File: src/rtl/cache_config_pkg.sv
// Shared types and constants for the LLC transaction scheduler.
// Opcodes, bus encodings, MESI states and scheduler FSM states.
package cache_config_pkg;

    localparam int LINE_OFFSET_BITS = 6;

    typedef enum logic [3:0] {
        TR_DREAD     = 4'd0,
        TR_WRITE     = 4'd1,
        TR_IREAD     = 4'd2,
        TR_SNP_READ  = 4'd3,
        TR_SNP_WRITE = 4'd4,
        TR_SNP_RWIM  = 4'd5,
        TR_SNP_INV   = 4'd6
    } trace_op_t;

    typedef enum logic [1:0] {
        BUS_READ       = 2'd0,
        BUS_WRITE      = 2'd1,
        BUS_RWIM       = 2'd2,
        BUS_INVALIDATE = 2'd3
    } bus_op_t;

    typedef enum logic [1:0] {
        SR_HIT   = 2'd0,
        SR_HITM  = 2'd1,
        SR_NOHIT = 2'd2
    } snoop_result_t;

    typedef enum logic [1:0] {
        MESI_I = 2'd0,
        MESI_S = 2'd1,
        MESI_E = 2'd2,
        MESI_M = 2'd3
    } mesi_t;

    typedef enum logic [2:0] {
        ST_IDLE      = 3'd0,
        ST_CORE      = 3'd1,
        ST_WB_REQ    = 3'd2,
        ST_WB_WAIT   = 3'd3,
        ST_FILL_REQ  = 3'd4,
        ST_FILL_WAIT = 3'd5,
        ST_RESP      = 3'd6
    } sched_state_t;

    // Writes always own the line; reads share unless nobody else has it.
    function automatic mesi_t fill_state(input logic is_write,
                                         input logic [1:0] sr);
        if (is_write)
            return MESI_M;
        if (sr == SR_NOHIT)
            return MESI_E;
        return MESI_S;
    endfunction

endpackage

File: src/rtl/llc_txn_scheduler_if.sv
// Processor, snoop, core and bus signal bundle of the scheduler.
// master = scheduler side, slave = environment side.
interface llc_txn_scheduler_if #(
    parameter int ADDR_W = 32
);
    logic              cpu_valid;
    logic              cpu_ready;
    logic [1:0]        cpu_op;
    logic [ADDR_W-1:0] cpu_addr;
    logic              snp_valid;
    logic [1:0]        snp_op;
    logic [ADDR_W-1:0] snp_addr;
    logic              core_valid;
    logic [3:0]        core_op;
    logic [ADDR_W-1:0] core_addr;
    logic              core_done;
    logic              core_hit;
    logic              core_victim_dirty;
    logic [ADDR_W-1:0] core_victim_addr;
    logic              fill_valid;
    logic [1:0]        fill_mesi;
    logic              bus_req;
    logic              bus_gnt;
    logic [1:0]        bus_op;
    logic [ADDR_W-1:0] bus_addr;
    logic              bus_done;
    logic [1:0]        snoop_result;
    logic              busy;
    logic              snp_overflow;

    modport master (
        input  cpu_valid, cpu_op, cpu_addr,
        input  snp_valid, snp_op, snp_addr,
        input  core_done, core_hit, core_victim_dirty, core_victim_addr,
        input  bus_gnt, bus_done, snoop_result,
        output cpu_ready, core_valid, core_op, core_addr,
        output fill_valid, fill_mesi,
        output bus_req, bus_op, bus_addr,
        output busy, snp_overflow
    );

    modport slave (
        output cpu_valid, cpu_op, cpu_addr,
        output snp_valid, snp_op, snp_addr,
        output core_done, core_hit, core_victim_dirty, core_victim_addr,
        output bus_gnt, bus_done, snoop_result,
        input  cpu_ready, core_valid, core_op, core_addr,
        input  fill_valid, fill_mesi,
        input  bus_req, bus_op, bus_addr,
        input  busy, snp_overflow
    );

endinterface

File: src/rtl/llc_txn_scheduler_fifo.sv
// Small synchronous FIFO with full/empty flags.
// Push when full and pop when empty are ignored.
module txn_fifo #(
    parameter int W     = 34,
    parameter int DEPTH = 4
) (
    input  logic         clk,
    input  logic         rst,
    input  logic         push,
    input  logic         pop,
    input  logic [W-1:0] din,
    output logic [W-1:0] dout,
    output logic         full,
    output logic         empty
);
    localparam int AW = (DEPTH > 1) ? $clog2(DEPTH) : 1;

    logic [W-1:0]  mem [DEPTH];
    logic [AW-1:0] wr_ptr;
    logic [AW-1:0] rd_ptr;
    logic [AW:0]   count;
    logic          do_push;
    logic          do_pop;

    assign do_push = push && !full;
    assign do_pop  = pop && !empty;
    assign full    = (count == (AW+1)'(DEPTH));
    assign empty   = (count == '0);
    assign dout    = mem[rd_ptr];

    // Pointers wrap naturally since depth is a power of two.
    always_ff @(posedge clk or posedge rst) begin
        if (rst) begin
            wr_ptr <= '0;
            rd_ptr <= '0;
            count  <= '0;
        end else begin
            if (do_push)
                wr_ptr <= wr_ptr + 1'b1;
            if (do_pop)
                rd_ptr <= rd_ptr + 1'b1;
            count <= count + {{AW{1'b0}}, do_push}
                           - {{AW{1'b0}}, do_pop};
        end
    end

    // Storage needs no reset; empty gates every read.
    always_ff @(posedge clk) begin
        if (do_push)
            mem[wr_ptr] <= din;
    end

endmodule

File: src/rtl/llc_txn_scheduler.sv
// LLC transaction scheduler: snoop/processor arbitration,
// core command issue, victim writeback and line fill on the bus.
module llc_txn_scheduler
    import cache_config_pkg::*;
#(
    parameter int CPU_DEPTH = 4,
    parameter int SNP_DEPTH = 2,
    parameter int ADDR_W    = 32
) (
    input logic clk,
    input logic rst,
    llc_txn_scheduler_if.master sif
);
    localparam int EW = ADDR_W + 2;
    localparam int LO = LINE_OFFSET_BITS;

    sched_state_t      state, state_n;
    logic              cpu_push, cpu_pop, cpu_full, cpu_empty;
    logic              snp_push, snp_pop, snp_full, snp_empty;
    logic [EW-1:0]     cpu_head, snp_head;
    logic              cur_snp;
    logic [1:0]        cur_op;
    logic [ADDR_W-1:0] cur_addr, vic_addr;
    logic [ADDR_W-1:0] fill_addr, wb_addr;
    bus_op_t           fill_op;
    mesi_t             fill_q;
    logic              ovf_q;

    assign cpu_push = sif.cpu_valid && !cpu_full && (sif.cpu_op != 2'd3);
    assign snp_push = sif.snp_valid && !snp_full;

    assign sif.cpu_ready    = !cpu_full && !rst;
    assign sif.busy         = (state != ST_IDLE);
    assign sif.snp_overflow = ovf_q;

    assign fill_addr = {cur_addr[ADDR_W-1:LO], {LO{1'b0}}};
    assign wb_addr   = {vic_addr[ADDR_W-1:LO], {LO{1'b0}}};
    assign fill_op   = (cur_op == 2'd1) ? BUS_RWIM : BUS_READ;

    txn_fifo #(.W(EW), .DEPTH(CPU_DEPTH)) u_cpu_fifo (
        .clk   (clk),
        .rst   (rst),
        .push  (cpu_push),
        .pop   (cpu_pop),
        .din   ({sif.cpu_op, sif.cpu_addr}),
        .dout  (cpu_head),
        .full  (cpu_full),
        .empty (cpu_empty)
    );

    txn_fifo #(.W(EW), .DEPTH(SNP_DEPTH)) u_snp_fifo (
        .clk   (clk),
        .rst   (rst),
        .push  (snp_push),
        .pop   (snp_pop),
        .din   ({sif.snp_op, sif.snp_addr}),
        .dout  (snp_head),
        .full  (snp_full),
        .empty (snp_empty)
    );

    // State register.
    always_ff @(posedge clk or posedge rst) begin
        if (rst)
            state <= ST_IDLE;
        else
            state <= state_n;
    end

    // Capture the dispatched command, the dirty victim and the fill state.
    always_ff @(posedge clk or posedge rst) begin
        if (rst) begin
            cur_snp  <= 1'b0;
            cur_op   <= 2'd0;
            cur_addr <= '0;
            vic_addr <= '0;
            fill_q   <= MESI_I;
        end else begin
            if (snp_pop || cpu_pop) begin
                cur_snp  <= snp_pop;
                cur_op   <= snp_pop ? snp_head[EW-1 -: 2] : cpu_head[EW-1 -: 2];
                cur_addr <= snp_pop ? snp_head[ADDR_W-1:0]
                                    : cpu_head[ADDR_W-1:0];
            end
            if (state == ST_CORE && sif.core_done && sif.core_victim_dirty)
                vic_addr <= sif.core_victim_addr;
            if (state == ST_FILL_WAIT && sif.bus_done)
                fill_q <= fill_state(cur_op == 2'd1, sif.snoop_result);
        end
    end

    // Sticky flag for a snoop that found its FIFO full.
    always_ff @(posedge clk or posedge rst) begin
        if (rst)
            ovf_q <= 1'b0;
        else if (sif.snp_valid && snp_full)
            ovf_q <= 1'b1;
    end

    // Next state, FIFO pops and all command/bus/fill outputs.
    always_comb begin
        state_n        = state;
        snp_pop        = 1'b0;
        cpu_pop        = 1'b0;
        sif.core_valid = 1'b0;
        sif.core_op    = 4'd0;
        sif.core_addr  = '0;
        sif.bus_req    = 1'b0;
        sif.bus_op     = BUS_READ;
        sif.bus_addr   = '0;
        sif.fill_valid = 1'b0;
        sif.fill_mesi  = MESI_I;
        unique case (state)
            ST_IDLE: begin
                if (!snp_empty) begin
                    snp_pop        = 1'b1;
                    sif.core_valid = 1'b1;
                    sif.core_op    = 4'(snp_head[EW-1 -: 2]) + 4'd3;
                    sif.core_addr  = snp_head[ADDR_W-1:0];
                    state_n        = ST_CORE;
                end else if (!cpu_empty) begin
                    cpu_pop        = 1'b1;
                    sif.core_valid = 1'b1;
                    sif.core_op    = 4'(cpu_head[EW-1 -: 2]);
                    sif.core_addr  = cpu_head[ADDR_W-1:0];
                    state_n        = ST_CORE;
                end
            end
            ST_CORE: begin
                if (sif.core_done) begin
                    if (cur_snp || sif.core_hit)
                        state_n = ST_IDLE;
                    else if (sif.core_victim_dirty)
                        state_n = ST_WB_REQ;
                    else
                        state_n = ST_FILL_REQ;
                end
            end
            ST_WB_REQ: begin
                sif.bus_req  = 1'b1;
                sif.bus_op   = BUS_WRITE;
                sif.bus_addr = wb_addr;
                if (sif.bus_gnt)
                    state_n = ST_WB_WAIT;
            end
            ST_WB_WAIT: begin
                sif.bus_op   = BUS_WRITE;
                sif.bus_addr = wb_addr;
                if (sif.bus_done)
                    state_n = ST_FILL_REQ;
            end
            ST_FILL_REQ: begin
                sif.bus_req  = 1'b1;
                sif.bus_op   = fill_op;
                sif.bus_addr = fill_addr;
                if (sif.bus_gnt)
                    state_n = ST_FILL_WAIT;
            end
            ST_FILL_WAIT: begin
                sif.bus_op   = fill_op;
                sif.bus_addr = fill_addr;
                if (sif.bus_done)
                    state_n = ST_RESP;
            end
            ST_RESP: begin
                sif.fill_valid = 1'b1;
                sif.fill_mesi  = fill_q;
                state_n        = ST_IDLE;
            end
            default: state_n = ST_IDLE;
        endcase
    end

endmodule

File: src/flat_wrapper.sv
// flat-port wrapper written by rule: the top's interface ports become plain ports
module llc_txn_scheduler_flat import cache_config_pkg::*;
#(
    parameter int CPU_DEPTH = 4,
    parameter int SNP_DEPTH = 2,
    parameter int ADDR_W    = 32
)
  (clk, rst, sif_cpu_valid, sif_cpu_op, sif_cpu_addr, sif_snp_valid, sif_snp_op, sif_snp_addr, sif_core_done, sif_core_hit, sif_core_victim_dirty, sif_core_victim_addr, sif_bus_gnt, sif_bus_done, sif_snoop_result, sif_cpu_ready, sif_core_valid, sif_core_op, sif_core_addr, sif_fill_valid, sif_fill_mesi, sif_bus_req, sif_bus_op, sif_bus_addr, sif_busy, sif_snp_overflow);
  llc_txn_scheduler_if #(.ADDR_W(ADDR_W)) sif_i ();
  input logic clk;
  input logic rst;
  input wire logic [$bits(sif_i.cpu_valid)-1:0] sif_cpu_valid;
  input wire logic [$bits(sif_i.cpu_op)-1:0] sif_cpu_op;
  input wire logic [$bits(sif_i.cpu_addr)-1:0] sif_cpu_addr;
  input wire logic [$bits(sif_i.snp_valid)-1:0] sif_snp_valid;
  input wire logic [$bits(sif_i.snp_op)-1:0] sif_snp_op;
  input wire logic [$bits(sif_i.snp_addr)-1:0] sif_snp_addr;
  input wire logic [$bits(sif_i.core_done)-1:0] sif_core_done;
  input wire logic [$bits(sif_i.core_hit)-1:0] sif_core_hit;
  input wire logic [$bits(sif_i.core_victim_dirty)-1:0] sif_core_victim_dirty;
  input wire logic [$bits(sif_i.core_victim_addr)-1:0] sif_core_victim_addr;
  input wire logic [$bits(sif_i.bus_gnt)-1:0] sif_bus_gnt;
  input wire logic [$bits(sif_i.bus_done)-1:0] sif_bus_done;
  input wire logic [$bits(sif_i.snoop_result)-1:0] sif_snoop_result;
  output wire logic [$bits(sif_i.cpu_ready)-1:0] sif_cpu_ready;
  output wire logic [$bits(sif_i.core_valid)-1:0] sif_core_valid;
  output wire logic [$bits(sif_i.core_op)-1:0] sif_core_op;
  output wire logic [$bits(sif_i.core_addr)-1:0] sif_core_addr;
  output wire logic [$bits(sif_i.fill_valid)-1:0] sif_fill_valid;
  output wire logic [$bits(sif_i.fill_mesi)-1:0] sif_fill_mesi;
  output wire logic [$bits(sif_i.bus_req)-1:0] sif_bus_req;
  output wire logic [$bits(sif_i.bus_op)-1:0] sif_bus_op;
  output wire logic [$bits(sif_i.bus_addr)-1:0] sif_bus_addr;
  output wire logic [$bits(sif_i.busy)-1:0] sif_busy;
  output wire logic [$bits(sif_i.snp_overflow)-1:0] sif_snp_overflow;
  assign sif_i.cpu_valid = sif_cpu_valid;
  assign sif_i.cpu_op = sif_cpu_op;
  assign sif_i.cpu_addr = sif_cpu_addr;
  assign sif_i.snp_valid = sif_snp_valid;
  assign sif_i.snp_op = sif_snp_op;
  assign sif_i.snp_addr = sif_snp_addr;
  assign sif_i.core_done = sif_core_done;
  assign sif_i.core_hit = sif_core_hit;
  assign sif_i.core_victim_dirty = sif_core_victim_dirty;
  assign sif_i.core_victim_addr = sif_core_victim_addr;
  assign sif_i.bus_gnt = sif_bus_gnt;
  assign sif_i.bus_done = sif_bus_done;
  assign sif_i.snoop_result = sif_snoop_result;
  assign sif_cpu_ready = sif_i.cpu_ready;
  assign sif_core_valid = sif_i.core_valid;
  assign sif_core_op = sif_i.core_op;
  assign sif_core_addr = sif_i.core_addr;
  assign sif_fill_valid = sif_i.fill_valid;
  assign sif_fill_mesi = sif_i.fill_mesi;
  assign sif_bus_req = sif_i.bus_req;
  assign sif_bus_op = sif_i.bus_op;
  assign sif_bus_addr = sif_i.bus_addr;
  assign sif_busy = sif_i.busy;
  assign sif_snp_overflow = sif_i.snp_overflow;
  llc_txn_scheduler #(.CPU_DEPTH(CPU_DEPTH), .SNP_DEPTH(SNP_DEPTH), .ADDR_W(ADDR_W)) u_core (.clk(clk), .rst(rst), .sif(sif_i));
endmodule
File: config.mk
export PLATFORM = sky130hd
export DESIGN_NAME = llc_txn_scheduler_flat
export DESIGN_NICKNAME = d
export VERILOG_FILES = /design/src/rtl/cache_config_pkg.sv /design/src/rtl/llc_txn_scheduler_if.sv /design/src/rtl/llc_txn_scheduler_fifo.sv /design/src/rtl/llc_txn_scheduler.sv /design/src/flat_wrapper.sv
export SDC_FILE = /design/constraint.sdc
export NUM_CORES = 1
export LEC_CHECK = 0
export ABC_AREA = 0
export CAP_MARGIN = 20
export CORE_MARGIN = 10
export CORE_UTILIZATION = 50
export CTS_BUF_LIST = sky130_fd_sc_hd__clkbuf_4 sky130_fd_sc_hd__clkbuf_8
export DETAILED_ROUTE_END_ITERATION = 10
export PLACE_DENSITY = 0.87
export REMOVE_ABC_BUFFERS = 1
export SLEW_MARGIN = 30
export SYNTH_ARGS = -nofsm -noshare
export SYNTH_HDL_FRONTEND = slang
export SYNTH_SLANG_ARGS = --single-unit
File: constraint.sdc
create_clock -name clk -period 5.3 [get_ports clk]
set_input_delay 0.795 -clock clk [delete_from_list [all_inputs] [get_ports clk]]
set_output_delay 0.795 -clock clk [all_outputs]
set_load 0.01 [all_outputs]
==> impl_metrics.json <==
{
  "drtPass1Iterations": 5,
  "finalSetupViolCount": 0,
  "slowest_stage": "nor3_4",
  "ys.flop_type": "edfxtp_1",
  "grt_usage": 0.175,
  "arrival_ns": 3.44,
  "die_h_um": 170,
  "worst-slew-pin-transition_ns": 0.976,
  "num_vias": 6248,
  "status": "finished, final reports clean",
  "core_area_um2": 21900,
  "final_common_cell": "edfxtp_1",
  "setup_tns_ns": 0,
  "path_max_fanout": 19,
  "max-vdd-ir-drop_mv": 0.335,
  "crit_family": "buffers and inverters",
  "power.density_nw_per_um2": 549,
  "multiInputGateArea_um2": 2960,
  "cts_resized": 0,
  "crit_buf_inv": 3,
  "post_cts_buffers": 0,
  "seq_area_um2": 7930,
  "seq_area_frac_synth": 0.709,
  "synthToLayoutAreaGrowth_pct": 25.0,
  "wirelength_um": 25600,
  "drv_slew": 0,
  "hpwlAfterDp_um": 16900,
  "syn-instance-count": 615,
  "crit_top_cell": "nor3_4",
  "p_leak_nw": 5.21,
  "io_pins": 189,
  "cts_tree": "built",
  "grt_pass1_vias": 6837,
  "switching_share": 0.321,
  "die-area_um2": 28700,
  "drive_above_1_share": 0.202,
  "synth_edf_count": 204,
  "cts-root-buf": "clkbuf_8",
  "wl_per_cell_um": 22.8,
  "place_inst": 1046,
  "post-place-ws_ns": 1.56,
  "ys_async_sr_fraction": 0.261,
  "internal-power_w": 0.00521,
  "hold_viol_final": 0,
  "timing.max_cap.violations": 0,
  "antenna_cells": 0,
  "io_buffers": 175,
  "syn-cell-area_um2": 11200,
  "cp_slowest_stage_delay_ns": 0.71,
  "drc": 0,
  "drtIter0Drc": 304,
  "cts.sinks": 276,
  "cp-start-kind": "register",
  "cts_hold_buf": 0,
  "crit_chain": "nor3_4 > inv_2 > nor3_4 > buf_4 > o2bb2ai_1 > clkdlybuf4s50_1",
  "synth.avg_cell_area_um2": 18.2,
  "gp_congestion": 0.760,
  "via_per_inst": 5.55,
  "switchingPower_w": 0.00247,
  "detail-route-antenna-nets": 0,
  "clockPowerShare": 0.231,
  "fin_ws_ns": 1.07,
  "ctsHtreeMaxLevel": 2,
  "crit_path_end_kind": "output pin",
  "clk_pin_slew_ns": 0.05,
  "synth_cell_types": 54,
  "min_path_type": "reg -> reg",
  "fin_skew_ns": 0.0338,
  "slew_headroom": 0.349,
  "n_fill_cell": 1607,
  "layout.cells.non_filler": 1126,
  "p_comb_frac": 0.337,
  "clock_latency_ns": 0.55,
  "path_class": "reg -> out",
  "antenna_found_initial": 1,
  "synth.ff_latch_count": 276,
  "nets": 936,
  "die_x_um": 170,
  "grt_overflow": 0,
  "clock.fmax_mhz": 236,
  "ys_warn_count": 0,
  "cts_buffers": 43,
  "post-route-period-util": 0.799,
  "clockBufferDepth": 3,
  "pwr-share-seq": 0.432,
  "layout_common_cells": "204 x edfxtp_1, 175 x clkdlybuf4s50_1, 69 x dfrtp_1",
  "grt_max_degree": 54,
  "required_ns": 4.51,
  "initial_core_util": 0.511,
  "rsz0062_at_grt": "no",
  "grt_pass1_wl_um": 39100,
  "fin_crit_ns": 4.23,
  "fp-row-count": 54
}
==> cell usage after synthesis (2+ instances only) <==
cell | number | area share
edfxtp_1 | 204 | 0.55
dfrtp_1 | 72 | 0.16
mux2i_1 | 36 | 0.032
mux2_2 | 27 | 0.027
a22o_1 | 26 | 0.020
mux4_2 | 26 | 0.052
o2bb2ai_1 | 25 | 0.020
nand2_1 | 21 | 0.0071
a21o_2 | 18 | 0.014
inv_1 | 15 | 0.0050
ha_1 | 13 | 0.015
buf_4 | 11 | 0.0074
o21ai_0 | 10 | 0.0045
a21o_1 | 9 | 0.0060
a21oi_1 | 8 | 0.0036
mux4_1 | 8 | 0.019
nor2_1 | 8 | 0.0027
and2_1 | 7 | 0.0039
buf_2 | 7 | 0.0031
xnor2_1 | 7 | 0.0055
buf_6 | 6 | 0.0060
clkbuf_1 | 6 | 0.0020
clkbuf_8 | 5 | 0.0062
nor3_1 | 3 | 0.0013
inv_2 | 2 | 0.00067
nand2b_1 | 2 | 0.0011
nor2b_1 | 2 | 0.0011
nor3_4 | 2 | 0.0029
nor3b_1 | 2 | 0.0013
or3_1 | 2 | 0.0011
xor2_1 | 2 | 0.0016
==> power by group through the flow <==
| stage | sequential (W) | clock (W) | combinational, W |
|---|---|---|---|
| detailed placement | 0.00336 | 0 | 0.00262 |
| global placement | 0.00332 | 0 | 0.00253 |
| floorplan | 0.00327 | 0 | 0.00152 |
| finish | 0.00331 | 0.00177 | 0.00259 |
| global route | 0.00338 | 0.00191 | 0.00282 |
| CTS | 0.00332 | 0.00182 | 0.00263 |
==> routing by layer <==
metal,GRT usage,part of all wire,vias to the layer above
met3,0.0507,0.069,40
met1,0.213,0.41,3176
met5,0,0.00031,-
met4,0.0447,0.016,2
li1,-,-,2816
met2,0.299,0.50,214
==> area by class of cell <==
type	count	area share
clock buffer	63	0.0540
timing repair buffer	182	0.129
sequential	276	0.568
tap	280	0.0251
clock inverter	17	0.00797
inverter	17	0.00466
multi-input combinational	291	0.212
==> sequential cells by signal, indices dropped and copies added, names as in the netlist <==
| register | cells |
|---|---|
| u_core.u_snp_fifo.count | 2 |
| u_core.u_snp_fifo.wr_ptr | 1 |
| u_core.cur_op | 2 |
| u_core.u_cpu_fifo.count | 3 |
| u_core.u_snp_fifo.mem | 68 |
| u_core.u_snp_fifo.rd_ptr | 1 |
| u_core.u_cpu_fifo.rd_ptr | 2 |
| u_core.state | 3 |
| u_core.vic_addr | 26 |
| u_core.u_cpu_fifo.wr_ptr | 2 |
| u_core.cur_snp | 1 |
| u_core.cur_addr | 26 |
| u_core.fill_q | 2 |
| u_core.sif.snp_overflow | 1 |
| u_core.u_cpu_fifo.mem | 136 |
==> metrics by stage <==
stage | area, µm² | util | power (W) | hold WS [ns]
final | 14000 | 0.638 | 0.00767 | 0.470
after global routing | 14000 | 0.638 | 0.00811 | 0.496
after CTS | 14000 | 0.638 | 0.00777 | 0.477
after detailed placement | 13100 | 0.598 | 0.00598 | 0.464
after global placement | 13100 | 0.598 | 0.00585 | 0.458
after floorplan | 10900 | - | 0.00479 | 0.442
==> final timing paths <==
check / start / end / slack, ns / cells after the start
setup reg to reg: u_core.state[1]$_DFFE_PP0P_ / u_core.u_cpu_fifo.count[1]$_DFF_PP0_ / 2.52 / 7
max in group asynchronous: rst / u_core.u_cpu_fifo.wr_ptr[0]$_DFFE_PP0P_ / 3.60 / 3
setup / recovery: u_core.state[1]$_DFFE_PP0P_ / sif_core_addr[30] / 1.07 / 6
min in group asynchronous: rst / u_core.cur_addr[17]$_DFFE_PP0P_ / 0.58 / 2
hold reg to reg: u_core.sif.snp_overflow$_DFFE_PP0P_ / u_core.sif.snp_overflow$_DFFE_PP0P_ / 0.47 / 1
hold / removal: u_core.sif.snp_overflow$_DFFE_PP0P_ / u_core.sif.snp_overflow$_DFFE_PP0P_ / 0.47 / 1
==> cell families (layout without fill, tap and decap cells) <==
group / after synthesis / count (layout) / share of synthesized area
AO/OA/AOI/OAI: 106 / 106 / 0.0758
XOR/XNOR: 9 / 9 / 0.00705
adder cells (fa/ha/maj): 14 / 14 / 0.0163
buffers and inverters: 54 / 279 / 0.0321
flip-flops: 276 / 276 / 0.709
multiplexers: 97 / 97 / 0.131
other: 1 / 7 / 0.000335
AND/OR/NAND/NOR: 58 / 58 / 0.0288
Note: power is estimated with default switching activity, not from simulation.
==> patch 1: new RTL, same flow settings <==
`ADDR_W` is set to 32 in 3 places; all go to 16.
--- a/src/rtl/llc_txn_scheduler_if.sv
+++ b/src/rtl/llc_txn_scheduler_if.sv
@@ -3,3 +3,3 @@
 interface llc_txn_scheduler_if #(
-    parameter int ADDR_W = 32
+    parameter int ADDR_W = 16
 );
--- a/src/rtl/llc_txn_scheduler.sv
+++ b/src/rtl/llc_txn_scheduler.sv
@@ -7,3 +7,3 @@
     parameter int SNP_DEPTH = 2,
-    parameter int ADDR_W    = 32
+    parameter int ADDR_W    = 16
 ) (
--- a/src/flat_wrapper.sv
+++ b/src/flat_wrapper.sv
@@ -5,3 +5,3 @@
     parameter int SNP_DEPTH = 2,
-    parameter int ADDR_W    = 32
+    parameter int ADDR_W    = 16
 )
Ports: changed (5 resized); port bits go from 189 to 109. No check against the original RTL was run, so the function may have changed too.
==> patch 1 against the unedited design <==
- power is 43% lower
- via count shrank 38%
- wire length fell by 46%
- count of clock-buffer cells in the layout is 46 lower
- setup slack improved by 0.15 ns
- sequential cell count down 128
- register-to-register slack worse by 0.31 ns
- hold slack improved by 0.012 ns
- synthesized area is 43% lower
- design area fell by 44%
- largest cell class unchanged
==> patch 1: results (changes against the unedited design) <==
- Largest fanout on the critical path: 26 (was 19)
- Slew @ Worst Pin: 0.939 ns (was 0.976 ns)
- Status: finished, final reports clean (unchanged)
- First-pass GRT wire length: 22.0 mm (was 39.1 mm)
- WP data arrival: 3.29 ns (was 3.44 ns)
- Mux share of post-synthesis cell area: 12.1% (was 13.1%)
- Layout cells sized above 1: 16.8% (was 20.2%)
- Complex-gate fraction of the synthesized area: 6.72% (was 7.58%)
- Area contributors post-synth: edfxtp_1 (51%), dfrtp_1 (16%), mux4_2 (6.4%) (was edfxtp_1 (55%), dfrtp_1 (16%), mux4_2 (5.2%))
- Port Buffer Count: 95 (was 175)
- H-tree levels: 4 (was 2)
- # fillers: 938 (was 1607)
- Peak VDD IR: 0.236 mV (was 0.335 mV)
- Clock transition at the registers of the reported paths: 0.08 ns (was 0.05 ns)
- Number of global-route vias before repair: 4078 (was 6837)
- Post-synth ARST share: 27.0% (was 26.1%)
- EDFF count, synth: 108 (was 204)
- RD Place Congestion: 0.831 (was 0.760)
- NumNets Final: 579 (was 936)
- Post-Synth XOR/XNOR Area: 1.24% (was 0.705%)
- P_leak: 2.84 nW (was 5.21 nW)
- Number of CTS-inserted buffers: 17 (was 43)
- Setup Skew: 0.00960 ns (was 0.0338 ns)
- Largest net degree at the start of global routing: 41 (was 54)
- Seq/Total Area, Yosys: 67.0% (was 70.9%)
- Routed WL: 13.7 mm (was 25.6 mm)
- Clk Latency, worst-skew pair: 0.44 ns (was 0.55 ns)
- HPWL Detailed: 9.87 mm (was 16.9 mm)
- Netlist cell types: 44 (was 54)
- Adder-cell area share of the yosys netlist: 2.09% (was 1.63%)
patch 1: cell types whose count changed in the layout (fill, tap and decap cells not counted), sizes merged, moves of 10 or more:
cell / change
a21o: -26
a22o: -16
a31oi: +11
clkbuf: -46
clkdlybuf4s50: -80
dfrtp: -32
edfxtp: -96
mux2i: -25
mux4: -16
nand2: -14
nand3: +12
nand3b: +10
o21ai: +15
o2bb2ai: -26
patch 1: metrics by stage:
step           total power, mW  setup slack (ns)  hold WS [ns]  std cells  instance area (sq um)
6_report                  4.39              1.22         0.482        691                   7840
5_1_grt                   4.63             0.988         0.510        691                   7840
4_1_cts                   4.41              1.25         0.482        690                   7830
3_5_place_dp              3.47              1.74         0.462        658                   7390
3_3_place_gp              3.38              1.87         0.460        658                   7390
2_1_floorplan             2.75              2.54         0.442        384                   6170
patch 1: area by class of cell:
cell class	instances	area [sq um]	area share [%]
Sequential cell	148	4240	54.1
Timing Repair Buffer	103	1010	12.9
Clock inverter	15	204	2.60
Tap cell	172	215	2.74
Multi-Input combinational cell	214	1850	23.5
Clock buffer	17	234	2.98
Inverter	22	82.6	1.05
patch 1: cells by family after synthesis:
| kind of cell | Yosys count |
|---|---|
| AO/OA/AOI/OAI | 66 |
| AND/OR/NAND/NOR | 71 |
| flip-flops | 148 |
| multiplexers | 51 |
| adder cells (fa/ha/maj) | 10 |
| XOR/XNOR | 9 |
| other | 1 |
| buffers and inverters | 53 |
patch 1: worst max-delay path, stage by stage (launching register included):
cell	delay, ns
dfrtp_1	0.51
nor3_4	0.81
inv_2	0.38
nor3b_1	0.37
o21bai_1	0.18
clkdlybuf4s50_1	0.58
patch 1: final timing paths:
check	startpoint	endpoint	slack, ns	cells after the start
max in group asynchronous	rst	u_core.u_snp_fifo.count[0]	4.12	3
worst min register to register	u_core.fill_q[1]	u_core.fill_q[1]	0.48	2
worst max register to register	u_core.state[1]	u_core.u_cpu_fifo.count[2]	2.21	10
worst min-delay path	u_core.fill_q[1]	u_core.fill_q[1]	0.48	2
worst max-delay path	u_core.state[1]	sif_core_op[0]	1.22	5
min in group asynchronous	rst	u_core.u_cpu_fifo.count[0]	0.80	3
patch 1: metal layers:
layer,global-route usage (%),wire (um),vias to the layer above
met5,0,0,-
met4,5.99,256,0
met3,5.07,943,23
met1,18.5,5380,1944
li1,-,-,1737
met2,27.1,7160,162
patch 1: report_power, final:
group	internal (mW)	switching (mW)
clock	0.517	0.430
combinational	0.817	0.795
sequential	1.57	0.254
==> patch 2: new RTL, same flow settings <==
Made on the original files. Re-encode `sched_state_t` (7 states) as one-hot, 7 bits wide.
--- a/src/rtl/cache_config_pkg.sv
+++ b/src/rtl/cache_config_pkg.sv
@@ -36,10 +36,10 @@
 
-    typedef enum logic [2:0] {
-        ST_IDLE      = 3'd0,
-        ST_CORE      = 3'd1,
-        ST_WB_REQ    = 3'd2,
-        ST_WB_WAIT   = 3'd3,
-        ST_FILL_REQ  = 3'd4,
-        ST_FILL_WAIT = 3'd5,
-        ST_RESP      = 3'd6
+    typedef enum logic [6:0] {
+        ST_IDLE      = 7'b0000001,
+        ST_CORE      = 7'b0000010,
+        ST_WB_REQ    = 7'b0000100,
+        ST_WB_WAIT   = 7'b0001000,
+        ST_FILL_REQ  = 7'b0010000,
+        ST_FILL_WAIT = 7'b0100000,
+        ST_RESP      = 7'b1000000
     } sched_state_t;
Behaviour: no difference found for any inputs over 4 cycles, from zero or initial values and one cycle with rst high; so few cycles prove little.
==> patch 2 against the unedited design <==
- synthesized area increased by 1.1%
- maximum frequency increased by 1.6%
- global-route usage increased by 0.44 points
- critical path type unchanged
- power increased by 0.23%
- critical endpoint is now sif_core_op[1]
- design area increased by 2.2%
- sequential power increased by 1%
- clock power increased by 8%
- wire length increased by 3.4%
- critical path depth increased by 3
- core utilization increased by 1.0 points
- sequential cell count increased by 4
- setup slack improved by 0.068 ns
==> patch 2: results (changes against the unedited design) <==
- Largest fanout on the critical path: 31 (was 19)
- Reg2reg end: u_core.u_cpu_fifo.count[2] (was u_core.u_cpu_fifo.count[1])
- Total GRT Usage: 17.9% (was 17.5%)
- HPWL Detailed: 17.1 mm (was 16.9 mm)
- # fillers: 1514 (was 1607)
- CP max-delay cell: clkdlybuf4s50_1 (was nor3_4)
- RD Place Congestion: 0.794 (was 0.760)
- Post-DP Area: 13300 sq um (was 13100 sq um)
- Setup slack, reg-to-reg: 1.97 ns (was 2.52 ns)
- CLK BUF: 67 (was 63)
- DR vias/cell: 5.58 (was 5.55)
- Worst rel slew slack: 36.9% (was 34.9%)
- WP data arrival: 3.37 ns (was 3.44 ns)
- Clock buf/inv share: 6.72% (was 6.20%)
- Area contributors post-synth: edfxtp_1 (54%), dfrtp_1 (17%), mux4_2 (6.8%) (was edfxtp_1 (55%), dfrtp_1 (16%), mux4_2 (5.2%))
- Peak VDD IR: 0.298 mV (was 0.335 mV)
- Reg2reg start: u_core.state[4] (was u_core.state[1])
- Non-Clock Buffer Count: 183 (was 182)
- Register area: 8040 sq um (was 7930 sq um)
- Setup Skew: 0.0197 ns (was 0.0338 ns)
- Detailed router's first-iteration violation count: 459 (was 304)
- Layout multi-input combinational cell count: 361 (was 291)
- Ant diodes: 0 (unchanged)
- Non-Clock Buffer Area Fraction: 12.7% (was 12.9%)
- Commonest cells in the netlist: edfxtp_1 (204), dfrtp_1 (75), nor2_1 (69) (was edfxtp_1 (204), dfrtp_1 (72), mux2i_1 (36))
- P_clk: 1.92 mW (was 1.77 mW)
- Number of global-route vias before repair: 7178 (was 6837)
- Inverters, non-clock: 16 (was 17)
- Fraction of area in multi-input gates: 21.4% (was 21.2%)
- Worst slack, placed: 1.67 ns (was 1.56 ns)
- Layout cells sized above 1: 17.2% (was 20.2%)
- NumNets Final: 1008 (was 936)
- Netlist cell types: 47 (was 54)
- P_leak: 5.37 nW (was 5.21 nW)
- Largest net degree at the start of global routing: 48 (was 54)
- Worst path max stage delay: 0.61 ns (was 0.71 ns)
- P_comb: 2.42 mW (was 2.59 mW)
- Power Density: 538 nW/um^2 (was 549 nW/um^2)
- Number of CTS-inserted buffers: 45 (was 43)
- Post-synth ARST share: 27.1% (was 26.1%)
- CTS sink cnt: 280 (was 276)
- Setup WS post-layout: 1.13 ns (was 1.07 ns)
- Status: finished, final reports clean (unchanged)
- Switch share: 32.0% (was 32.1%)
==> patch 2: cell types whose count changed after synthesis, moves of 8 or more <==
| cell | unedited run | this run |
|---|---|---|
| o2bb2ai_1 | 25 | 1 |
| mux2_1 | 0 | 10 |
| mux4_2 | 26 | 34 |
| nor2_1 | 8 | 69 |
| mux4_1 | 8 | 0 |
| mux2_2 | 27 | 18 |
| a21o_1 | 9 | 25 |
| a21o_2 | 18 | 0 |
| a21oi_1 | 8 | 32 |
==> patch 2: kinds of logic after synthesis <==
logic type | share of synthesized area [%]
other | 0.0332
buffers and inverters | 2.51
flip-flops | 71.0
AO/OA/AOI/OAI | 6.64
adder cells (fa/ha/maj) | 1.17
XOR/XNOR | 0.852
multiplexers | 12.6
AND/OR/NAND/NOR | 5.22
==> patch 2: per-stage QoR <==
stage	cells	total power, mW
after floorplan	657	4.76
after global placement	1119	5.70
after detailed placement	1119	5.83
after CTS	1202	7.77
after global routing	1203	8.10
final	1203	7.69
==> patch 2: how the worst min path moves through the flow <==
stage	cells after the start	end	start	slack [ns]
floorplan	1	u_core.cur_addr[10]	u_core.cur_addr[10]	0.45
finish	1	u_core.cur_addr[14]	u_core.cur_addr[14]	0.48
global placement	1	u_core.cur_addr[16]	u_core.cur_addr[16]	0.46
global route	1	u_core.cur_addr[8]	u_core.cur_addr[8]	0.50
CTS	1	u_core.cur_addr[14]	u_core.cur_addr[14]	0.48
detailed placement	1	u_core.sif.snp_overflow	u_core.sif.snp_overflow	0.47
==> patch 2: critical path, delay by kind of cell, from the launching register on <==
kind            cells  cell delay [ns]
flops               1             0.51
buf+inv             3             1.15
compound gates      1             0.12
simple gates        5             1.03
==> patch 2: routing by layer <==
metal  share of wire (%)  GRT usage [%]
met5               0.034              0
met4                 1.7           4.96
met3                 7.7           5.25
met2                  50           30.0
met1                  41           22.2
